$ cat src/rtl/booth_pkg.sv
// Shared definitions for the radix-4 Booth sequencer and recoder.
// Holds the state encoding, the partial-product mux codes and the recode result type.
package booth_pkg;

    typedef enum logic [1:0] {
        IDLE = 2'd0,
        LOAD = 2'd1,
        RUN  = 2'd2,
        DONE = 2'd3
    } state_t;

    localparam logic [1:0] MUX_ZERO = 2'b00;
    localparam logic [1:0] MUX_ONE  = 2'b01;
    localparam logic [1:0] MUX_TWO  = 2'b10;

    typedef struct packed {
        logic [1:0] sel;
        logic       neg;
    } recode_t;

endpackage

$ cat src/rtl/booth_recode.sv
// Radix-4 Booth recoder: maps one overlapping multiplier triple to a mux select and negate flag.
// Purely combinational so it can also be replicated in a parallel Booth array.
module booth_recode
    import booth_pkg::*;
(
    input  logic [2:0] triple,
    output recode_t    rec
);

    always_comb begin
        // NOTE: assign a default before the case so every path drives rec and no latch is inferred.
        rec = '{sel: MUX_ZERO, neg: 1'b0};
        case (triple)
            3'b001, 3'b010: rec = '{sel: MUX_ONE, neg: 1'b0};
            3'b011:         rec = '{sel: MUX_TWO, neg: 1'b0};
            3'b100:         rec = '{sel: MUX_TWO, neg: 1'b1};
            3'b101, 3'b110: rec = '{sel: MUX_ONE, neg: 1'b1};
            default:        rec = '{sel: MUX_ZERO, neg: 1'b0};
        endcase
    end

endmodule

$ cat src/rtl/booth_seq_ctrl.sv
// Sequencer for a radix-4 Booth multiplier: captures the multiplier, walks N/2 recode
// iterations and drives the multiplicand mux and accumulator strobes.
module booth_seq_ctrl
    import booth_pkg::*;
#(
    parameter int N     = 16,
    parameter int CNT_W = $clog2(N/2) + 1
) (
    input  logic         clk,
    input  logic         rst_n,
    input  logic         start,
    input  logic         abort,
    input  logic [N-1:0] multiplier_in,
    output logic         ready,
    output logic         busy,
    output logic         mux_start,
    output logic [1:0]   mux_sel,
    output logic         neg,
    output logic         acc_clr,
    output logic         acc_en,
    output logic         done
);

    localparam logic [CNT_W-1:0] LAST_ITER = CNT_W'(N/2 - 1);

    state_t           r_state;
    logic [N:0]       r_sreg;
    logic [CNT_W-1:0] r_cnt;
    recode_t          w_rec;

    booth_recode u_recode (
        .triple (r_sreg[2:0]),
        .rec    (w_rec)
    );

    // NOTE: sequential state uses non-blocking assignments so every register sees pre-edge values.
    always_ff @(posedge clk or negedge rst_n) begin
        if (!rst_n) begin
            r_state <= IDLE;
            r_sreg  <= '0;
            r_cnt   <= '0;
        end else if (abort) begin
            r_state <= IDLE;
            r_sreg  <= '0;
            r_cnt   <= '0;
        end else begin
            case (r_state)
                IDLE: begin
                    // Multiplier is captured only on acceptance, so later input changes are ignored.
                    if (start) begin
                        r_state <= LOAD;
                        r_sreg  <= {multiplier_in, 1'b0};
                        r_cnt   <= '0;
                    end
                end
                LOAD: begin
                    r_state <= RUN;
                    r_cnt   <= '0;
                end
                RUN: begin
                    r_sreg <= {r_sreg[N], r_sreg[N], r_sreg[N:2]};
                    r_cnt  <= r_cnt + CNT_W'(1);
                    if (r_cnt == LAST_ITER) begin
                        r_state <= DONE;
                    end
                end
                DONE: begin
                    r_state <= IDLE;
                end
                default: begin
                    r_state <= IDLE;
                end
            endcase
        end
    end

    // Outputs depend only on registered state, so no input reaches an output combinationally.
    always_comb begin
        ready     = (r_state == IDLE);
        busy      = (r_state != IDLE);
        mux_start = (r_state == RUN);
        acc_en    = (r_state == RUN);
        acc_clr   = (r_state == LOAD);
        done      = (r_state == DONE);
        mux_sel   = MUX_ZERO;
        neg       = 1'b0;
        if (r_state == RUN) begin
            mux_sel = w_rec.sel;
            neg     = w_rec.neg;
        end
    end

endmodule

$ cat config.mk
export PLATFORM = sky130hd
export DESIGN_NAME = booth_seq_ctrl
export DESIGN_NICKNAME = d
export VERILOG_FILES = /design/src/rtl/booth_pkg.sv /design/src/rtl/booth_recode.sv /design/src/rtl/booth_seq_ctrl.sv
export SDC_FILE = /design/constraint.sdc
export NUM_CORES = 1
export LEC_CHECK = 0
export CAP_MARGIN = 10
export CORE_MARGIN = 1
export CORE_UTILIZATION = 50
export DETAILED_ROUTE_END_ITERATION = 8
export GPL_ROUTABILITY_DRIVEN = 1
export PLACE_DENSITY = 0.78
export SLEW_MARGIN = 20
export SYNTH_ARGS = -nofsm -noshare
export SYNTH_HDL_FRONTEND = slang
export SYNTH_HIERARCHICAL = 1
export SYNTH_SLANG_ARGS = --single-unit
$ cat constraint.sdc
create_clock -name clk -period 1.93 [get_ports clk]
set_input_delay 0.386 -clock clk [delete_from_list [all_inputs] [get_ports clk]]
set_output_delay 0.386 -clock clk [all_outputs]
set_load 0.05 [all_outputs]
==> flow_summary.json, run 1 <==
{
  "status": "finished clean",
  "hold_violations": 0,
  "initial_utilization": 0.547,
  "postRouteAntennaNets": 0,
  "vias": 1043,
  "clock_path_buffers": 2,
  "required_ns": 1.54,
  "hold_ws_ns": 0.414,
  "grt_max_degree": 24,
  "insertedDiodeCount": 0,
  "dpl.cell_count": 185,
  "grt_usage": 0.204,
  "syn_inst": 127,
  "min_period_over_period": 0.948,
  "gp_congestion": 0.821,
  "r2r_setup_slack_ns": 0.14,
  "swShare": 0.381,
  "clock_sinks": 23,
  "synth_area_per_cell_um2": 11.1,
  "switching_power_w": 0.000777,
  "drt_iter0_drc": 5,
  "coreArea_mm2": 0.00257,
  "yosysWarnings": 6,
  "cp_num_buf_inv": 3,
  "cpLargestDelayFamily": "flip-flops",
  "synth_area_mm2": 0.00140,
  "layout_common_cells": "23 x dfrtp_1, 19 x clkdlybuf4s50_1, 15 x mux2i_1, 15 x nor2_1, 10 x buf_12",
  "grt_overflow": 0,
  "fillers": 192,
  "max_stage_delay_ns": 0.48,
  "fmax_mhz": 547,
  "syn_nets": 153,
  "cts_tree": "yes",
  "yosysSeqAreaShare": 0.410,
  "pwr-share-clk": 0.108,
  "cts_buffers": 3,
  "place_ws_ns": 0.0817,
  "drc": 0,
  "period_minus_slack_ns": 1.83,
  "drv_cap": 0,
  "post-cts-setup-buffers": 0,
  "cp.arrival_ns": 1.44,
  "wl_um": 2770,
  "finalSetupViolations": 0,
  "die_x_um": 55.0,
  "cts_root_buffer": "clkbuf_4",
  "drive_gt1_frac": 0.277,
  "grt_pass1_wl_um": 4340,
  "irDropWorstVdd_mv": 1.13,
  "hpwl_um": 2140,
  "intPower_w": 0.00126,
  "critPathSlowestCell": "dfrtp_1",
  "fin_area_mm2": 0.00189,
  "worst_slack_ns": 0.101,
  "fin_nets": 186,
  "power_frac_comb": 0.564,
  "max_slew.worst_pin.slew_ns": 0.345,
  "setup.worst_path.end_class": "output pin",
  "ctsHoldBuffers": 0,
  "slew_headroom": 0.768,
  "r2r-start": "r_state[1]",
  "synth_cell_type_count": 35,
  "skew_ns": 0.00613,
  "viasPerCell": 5.52,
  "row_count": 18,
  "path_max_fanout": 7,
  "dieArea_mm2": 0.00302,
  "min_path_type": "in -> async",
  "post_cts_resized": 0,
  "final_common_cell": "dfrtp_1",
  "start_kind": "register",
  "drtPass1Iterations": 4,
  "clk_latency_ns": 0.31,
  "yosys_register_bits": 23,
  "grt_pass1_vias": 1009,
  "power_density_mw_per_mm2": 1080,
  "reg2reg_depth": 6,
  "antenna_found_initial": 0,
  "slew_viol_final": 0,
  "rsz0062_at_grt": "no",
  "fin_cells": 189,
  "clk_pin_slew_ns": 0.13,
  "routedWlPerCell_um": 14.7,
  "place_area_mm2": 0.00185,
  "crit_chain": "inv_2 -> ha_4 -> clkinvlp_4 -> buf_12",
  "p_total_w": 0.00204,
  "cts_htree_levels": 1,
  "area_growth_pct": 34.5,
  "r2r_end": "r_sreg[9]",
  "ioPinCount": 29,
  "die_h_um": 55.0,
  "power_leakage_nw": 0.850,
  "pwr-share-seq": 0.329,
  "io_buffer_count": 28,
  "critPathKind": "reg -> out"
}
sequential cells by signal, summed over array words and instances (netlist names):
signal,flops
r_cnt,4
r_sreg,17
r_state,2
cells in the mapped netlist, drive strengths merged:
library cell / count / area [µm²]
dfrtp: 23 / 576
mux2: 15 / 203
mux2i: 15 / 150
nor2: 15 / 56.3
buf: 7 / 57.6
ha: 6 / 75.1
inv: 6 / 22.5
nand2b: 6 / 37.5
and2: 4 / 25.0
o21ai: 4 / 20.0
o22ai: 3 / 18.8
a21o: 2 / 16.3
a21oi: 2 / 10.0
nand2: 2 / 7.51
nor3: 2 / 10.0
o2bb2ai: 2 / 17.5
a211oi: 1 / 7.51
and2b: 1 / 8.76
and3: 1 / 6.26
and3b: 1 / 8.76
nand3b: 1 / 7.51
nor2b: 1 / 6.26
o2111a: 1 / 11.3
o2111ai: 1 / 8.76
o211ai: 1 / 7.51
or2: 1 / 6.26
or2b: 1 / 7.51
or3: 1 / 6.26
xor2: 1 / 8.76
through the flow:
step,utilization,setup TNS [ns]
after floorplan,-,-0.851
after global placement,0.720,0
after detailed placement,0.720,0
after CTS,0.731,0
after global routing,0.735,0
final,0.735,0
cells by family after synthesis:
group                      Yosys count  share of synthesized area
muxes                               30                      0.251
buffers and inverters               13                     0.0570
and+or+nand+nor                     37                      0.138
AOI/OAI and AO/OA                   17                     0.0838
adders and majority gates            6                     0.0535
DFF                                 23                      0.410
xor gates and xnor gates             1                    0.00624
worst reg2reg max path: cells and delay by family (launching register included):
kind	cells	cell delay (ns)
DFF	1	0.49
muxes	1	0.31
buffers and inverters	2	0.27
adders and majority gates	1	0.21
AOI/OAI and AO/OA	2	0.42
power groups by stage:
stage	Combinational [W]	Sequential (W)	Clock, W
6_report	0.00115	0.000670	0.000220
5_1_grt	0.00123	0.000683	0.000247
4_1_cts	0.00115	0.000668	0.000228
3_5_place_dp	0.00115	0.000675	0
3_3_place_gp	0.00112	0.000669	0
2_1_floorplan	0.000782	0.000653	0
cell type report:
| type | instances | area, µm² | area share |
|---|---|---|---|
| Clock buffer | 3 | 22.5 | 0.0119 |
| Sequential cell | 23 | 576 | 0.305 |
| Timing Repair Buffer | 35 | 435 | 0.231 |
| Tap cell | 30 | 37.5 | 0.0199 |
| Multi-Input combinational cell | 91 | 786 | 0.416 |
| Clock inverter | 1 | 5.00 | 0.00265 |
| Inverter | 6 | 26.3 | 0.0139 |
worst max path at each step:
stage	startpoint	cells after the start	slack (ns)	end
floorplan	r_state[1]	7	-0.09	r_sreg[10]
global placement	abort	5	0.09	r_state[1]
detailed placement	abort	5	0.08	r_sreg[11]
CTS	r_state[0]	4	0.003	mux_sel[0]
global route	r_state[1]	4	0.02	busy
finish	r_state[1]	4	0.10	busy
layer usage:
| layer | share of wire | vias to the layer above | global-route usage |
|---|---|---|---|
| li1 | - | 509 | - |
| met2 | 0.54 | 22 | 0.384 |
| met5 | 0 | - | 0 |
| met4 | 0.0090 | 0 | 0.0583 |
| met1 | 0.42 | 508 | 0.234 |
| met3 | 0.031 | 4 | 0.0328 |
Power figures use the tool's default switching activity.
==> run 2: changes to the inputs <==
CAP_MARGIN = 20   (was 10)
RECOVER_POWER = 100   (was default)
==> run 2 against run 1 <==
Compared with the run above: non-clock buffer count unchanged; critical path depth unchanged; combinational power down 15%; sequential share of layout area up 1.8 points; largest power group unchanged.
==> flow_summary.json, run 2 (same netlist as run 1, synthesis figures left out) <==
{
  "status": "finished clean",
  "die_x_um": 55.0,
  "clock_path_buffers": 2,
  "cts_tree": "yes",
  "worst_slack_ns": 0.110,
  "post-cts-setup-buffers": 0,
  "slew_viol_final": 0,
  "path_max_fanout": 4,
  "grt_max_degree": 24,
  "setup.worst_path.end_class": "output pin",
  "clock_sinks": 23,
  "required_ns": 1.54,
  "worstSetupEndpoint": "mux_sel[1]",
  "die_h_um": 55.0,
  "gp_congestion": 0.821,
  "dieArea_mm2": 0.00302,
  "r2r_setup_slack_ns": 0.17,
  "drtPass1Iterations": 4,
  "ioPinCount": 29,
  "row_count": 18,
  "ctsHoldBuffers": 0,
  "fin_cells": 189,
  "largest_reg_flops": 17,
  "min_path_type": "reg -> reg",
  "dpl.cell_count": 185,
  "grt_overflow": 0,
  "reg_top3": "r_sreg: 17 flops, r_cnt: 4 flops, r_state: 2 flops",
  "drc": 0,
  "routedWlPerCell_um": 14.8,
  "postRouteAntennaNets": 0,
  "critPathKind": "reg -> out",
  "area_growth_pct": 27.2,
  "skew_ns": 0.00584,
  "fmax_mhz": 549,
  "max_slew.worst_pin.slew_ns": 1.21,
  "irDropWorstVdd_mv": 0.799,
  "regMostFlops": "r_sreg",
  "initial_utilization": 0.547,
  "vias": 1022,
  "hold_violations": 0,
  "insertedDiodeCount": 0,
  "antenna_found_initial": 0,
  "viasPerCell": 5.41,
  "cts_htree_levels": 1,
  "grt_pass1_wl_um": 4340,
  "cts_root_buffer": "clkbuf_4",
  "hpwl_um": 2140,
  "drive_gt1_frac": 0.214,
  "post_cts_resized": 0,
  "final_common_cell": "dfrtp_1",
  "layout_common_cells": "23 x dfrtp_1, 18 x clkdlybuf4s50_1, 15 x mux2i_1, 15 x nor2_1, 8 x mux2_1",
  "place_ws_ns": 0.0817,
  "power_density_mw_per_mm2": 1040,
  "grt_pass1_vias": 1009,
  "multi_input_area_um2": 744,
  "coreArea_mm2": 0.00257,
  "drv_cap": 0,
  "cp.arrival_ns": 1.43,
  "rsz0062_at_grt": "no",
  "r2r_end": "r_sreg[9]",
  "reg2reg_depth": 6,
  "slew_headroom": 0.195,
  "min_period_over_period": 0.943,
  "start_kind": "register",
  "r2r-start": "r_state[1]",
  "fin_nets": 186,
  "crit_path_start": "r_sreg[1]",
  "fillers": 202,
  "finalSetupViolations": 0,
  "drt_iter0_drc": 3,
  "clk_latency_ns": 0.31,
  "io_buffer_count": 28,
  "wl_um": 2790,
  "clk_pin_slew_ns": 0.12,
  "power_leakage_nw": 0.801,
  "period_minus_slack_ns": 1.82,
  "cts_buffers": 3,
  "grt_usage": 0.204,
  "seq_area_um2": 576
}
run 2: cell count changes in the layout (fill, tap and decap cells not counted), moves of 3 or more:
cell,change
mux2_1,+8
mux2_4,-8
buf_12,-4
clkbuf_2,+3
run 2: stage by stage:
step / hold WS (ns) / setup TNS, ns / power [W] / instance area (µm²) / util
after floorplan: 0.0904 / -0.851 / 0.00143 / 1430 / -
after global placement: 0.483 / 0 / 0.00179 / 1850 / 0.720
after detailed placement: 0.497 / 0 / 0.00182 / 1850 / 0.720
after CTS: 0.421 / 0 / 0.00204 / 1880 / 0.731
after global routing: 0.534 / 0 / 0.00198 / 1790 / 0.695
final: 0.518 / 0 / 0.00186 / 1790 / 0.695
run 2: where the power goes:
group / internal, W / switching [W]
registers: 0.000586 / 0.0000804
clock network: 0.0000774 / 0.000141
logic: 0.000449 / 0.000525
total: 0.00111 / 0.000746
run 2: metal layers:
layer / vias up / wire length (µm) / share of wire / GRT usage
met5: - / 0 / 0 / 0
met2: 21 / 1490 / 0.53 / 0.384
met3: 4 / 92 / 0.033 / 0.0328
li1: 508 / - / - / -
met1: 489 / 1190 / 0.43 / 0.234
met4: 0 / 25 / 0.0089 / 0.0583
run 2: final cells by class:
cell class	count	share of cell area
clock inverters	1	0.00280
multi-input cells	91	0.417
inverters	6	0.0147
repair buffers	35	0.210
well taps	30	0.0210
clock buffers	3	0.0126
flip-flops and latches	23	0.322
run 2: worst min path at each step:
stage	start	to	slack, ns	cells after the start
3_3_place_gp	r_cnt[3]	r_cnt[3]	0.48	1
6_report	r_cnt[0]	r_cnt[0]	0.52	1
4_1_cts	rst_n	r_cnt[2]	0.42	2
3_5_place_dp	r_sreg[6]	r_sreg[6]	0.50	1
5_1_grt	r_sreg[13]	r_sreg[13]	0.53	1
2_1_floorplan	rst_n	r_cnt[0]	0.09	0
run 2: critical path: stages, from the launching register on:
cell and delay [ns]:
dfrtp_1 0.44, nand2b_1 0.17, o22ai_1 0.15, and2_0 0.22
buf_12 0.15
==> run 3: changes to the inputs <==
GPL_TIMING_DRIVEN = 0   (was default)
PLACE_DENSITY = 0.84   (was 0.78)
==> run 3 against run 2 <==
Compared with the run above: routed wire length fell by 3.1%; design area fell by 0.98%; clock skew fell by 0.0015 ns; sequential cell count did not move; via count rose by 0.39%; register-to-register slack got worse by 0.06 ns; clock-buffer cell count rose by 1; die area did not move; critical path depth fell by 1; combinational power rose by 0.6%.
==> flow_summary.json, run 3 (same netlist as run 1, synthesis figures left out) <==
{
  "postRouteAntennaNets": 0,
  "path_max_fanout": 7,
  "required_ns": 1.54,
  "r2r-start": "r_state[1]",
  "skew_ns": 0.00436,
  "die_h_um": 55.0,
  "clk_pin_slew_ns": 0.12,
  "seq_area_um2": 577,
  "antenna_found_initial": 0,
  "grt_pass1_wl_um": 4440,
  "irDropWorstVdd_mv": 0.938,
  "max_stage_delay_ns": 0.43,
  "min_period_over_period": 0.962,
  "worstSetupEndpoint": "ready",
  "layout_common_cells": "22 x dfrtp_1, 18 x clkdlybuf4s50_1, 15 x mux2i_1, 15 x nor2_1, 9 x mux2_4",
  "wl_um": 2710,
  "slew_viol_final": 0,
  "min_path_type": "in -> async",
  "power_density_mw_per_mm2": 1060,
  "clk_latency_ns": 0.31,
  "initial_utilization": 0.547,
  "regMostFlops": "r_sreg",
  "cp.arrival_ns": 1.47,
  "area_growth_pct": 25.9,
  "worst_slack_ns": 0.0736,
  "drc": 0,
  "final_common_cell": "dfrtp_1",
  "largest_reg_flops": 17,
  "drv_cap": 0,
  "ctsHoldBuffers": 0,
  "r2r_end": "r_sreg[6]",
  "crit_path_start": "r_state[0]",
  "finalSetupViolations": 0,
  "cts_buffers": 3,
  "fmax_mhz": 539,
  "gp_congestion": 0.784,
  "drt_iter0_drc": 8,
  "setup.worst_path.end_class": "output pin",
  "reg_top3": "r_sreg: 17 flops, r_cnt: 4 flops, r_state: 2 flops",
  "row_count": 18,
  "drive_gt1_frac": 0.264,
  "viasPerCell": 5.43,
  "cts_htree_levels": 1,
  "status": "finished clean",
  "grt_max_degree": 24,
  "clock_sinks": 23,
  "grt_overflow": 0,
  "insertedDiodeCount": 0,
  "hpwl_um": 2020,
  "routedWlPerCell_um": 14.3,
  "max_slew.worst_pin.slew_ns": 1.24,
  "fin_nets": 186,
  "critPathKind": "reg -> out",
  "grt_pass1_vias": 1036,
  "io_buffer_count": 28,
  "reg2reg_depth": 7,
  "power_leakage_nw": 0.812,
  "multi_input_area_um2": 786,
  "hold_violations": 0,
  "crit_chain": "inv_2 -> ha_4 -> clkdlybuf4s18_2",
  "clock_path_buffers": 2,
  "cts_root_buffer": "clkbuf_4",
  "place_ws_ns": -0.241,
  "r2r_setup_slack_ns": 0.11,
  "coreArea_mm2": 0.00257,
  "ioPinCount": 29,
  "start_kind": "register",
  "vias": 1026,
  "grt_usage": 0.213,
  "dpl.cell_count": 185,
  "p_total_w": 0.00187,
  "dieArea_mm2": 0.00302,
  "slew_headroom": 0.173,
  "fin_cells": 189,
  "fillers": 209,
  "cts_tree": "yes",
  "period_minus_slack_ns": 1.86,
  "drtPass1Iterations": 4,
  "die_x_um": 55.0,
  "critPathSlowestCell": "dfrtp_1"
}
run 3: cell types whose count changed in the layout (fill, tap and decap cells not counted), sizes merged:
| cell | before | now |
|---|---|---|
| buf | 11 | 9 |
| clkdlybuf4s15 | 0 | 1 |
| clkdlybuf4s18 | 0 | 1 |
| dlygate4sd3 | 1 | 0 |
| clkinv | 1 | 0 |
| dlygate4sd2 | 0 | 1 |
| clkbuf | 8 | 9 |
run 3: where the power goes:
part	internal [W]	switching, W
Clock	0.0000806	0.000139
Combinational	0.000452	0.000526
Sequential	0.000587	0.0000808
Total	0.00112	0.000746
run 3: metrics by stage:
stage                     hold slack [ns]  cell area [µm²]  utilization  setup TNS, ns
after CTS                           0.520             1770        0.688              0
after global placement              0.481             1750        0.682          -1.48
after floorplan                    0.0904             1430            -         -0.851
after detailed placement            0.487             1750        0.682          -1.77
final                               0.308             1770        0.689              0
after global routing                0.420             1770        0.689       -0.00647
run 3: worst min-delay path by stage:
stage	endpoint	slack [ns]	startpoint	depth (start not counted)
after floorplan	r_cnt[0]	0.09	rst_n	0
after global placement	r_cnt[3]	0.48	r_cnt[3]	1
after detailed placement	r_cnt[3]	0.49	r_cnt[3]	1
after CTS	r_cnt[0]	0.52	r_cnt[0]	1
after global routing	r_cnt[2]	0.42	rst_n	1
final	r_cnt[2]	0.31	rst_n	1
run 3: timing repair:
action / 4_1_cts / 5_1_grt
endpoints found under the setup margin: 17 / 13
pin swaps: 0 / 0
setup buffers: 0 / 0
gates resized for setup: 35 / 9
run 3: final cells by class:
class | count | share of cell area
multi-input cells | 91 | 0.444
flip-flops and latches | 23 | 0.326
repair buffers | 28 | 0.141
plain buffers | 7 | 0.0375
well taps | 30 | 0.0212
clock buffers | 4 | 0.0149
inverters | 6 | 0.0149
run 3: routing by layer:
layer,share of wire,vias up,track usage
met1,0.44,492,0.248
met3,0.040,4,0.0355
met2,0.51,26,0.394
met5,0,-,0
li1,-,504,-
met4,0.0081,0,0.0625
run 3: worst max-delay path: cells and delay by family, from the launching register on:
family                     cells  cell delay (ns)
adders and majority gates      1             0.20
DFF                            1             0.43
buffers and inverters          2             0.53
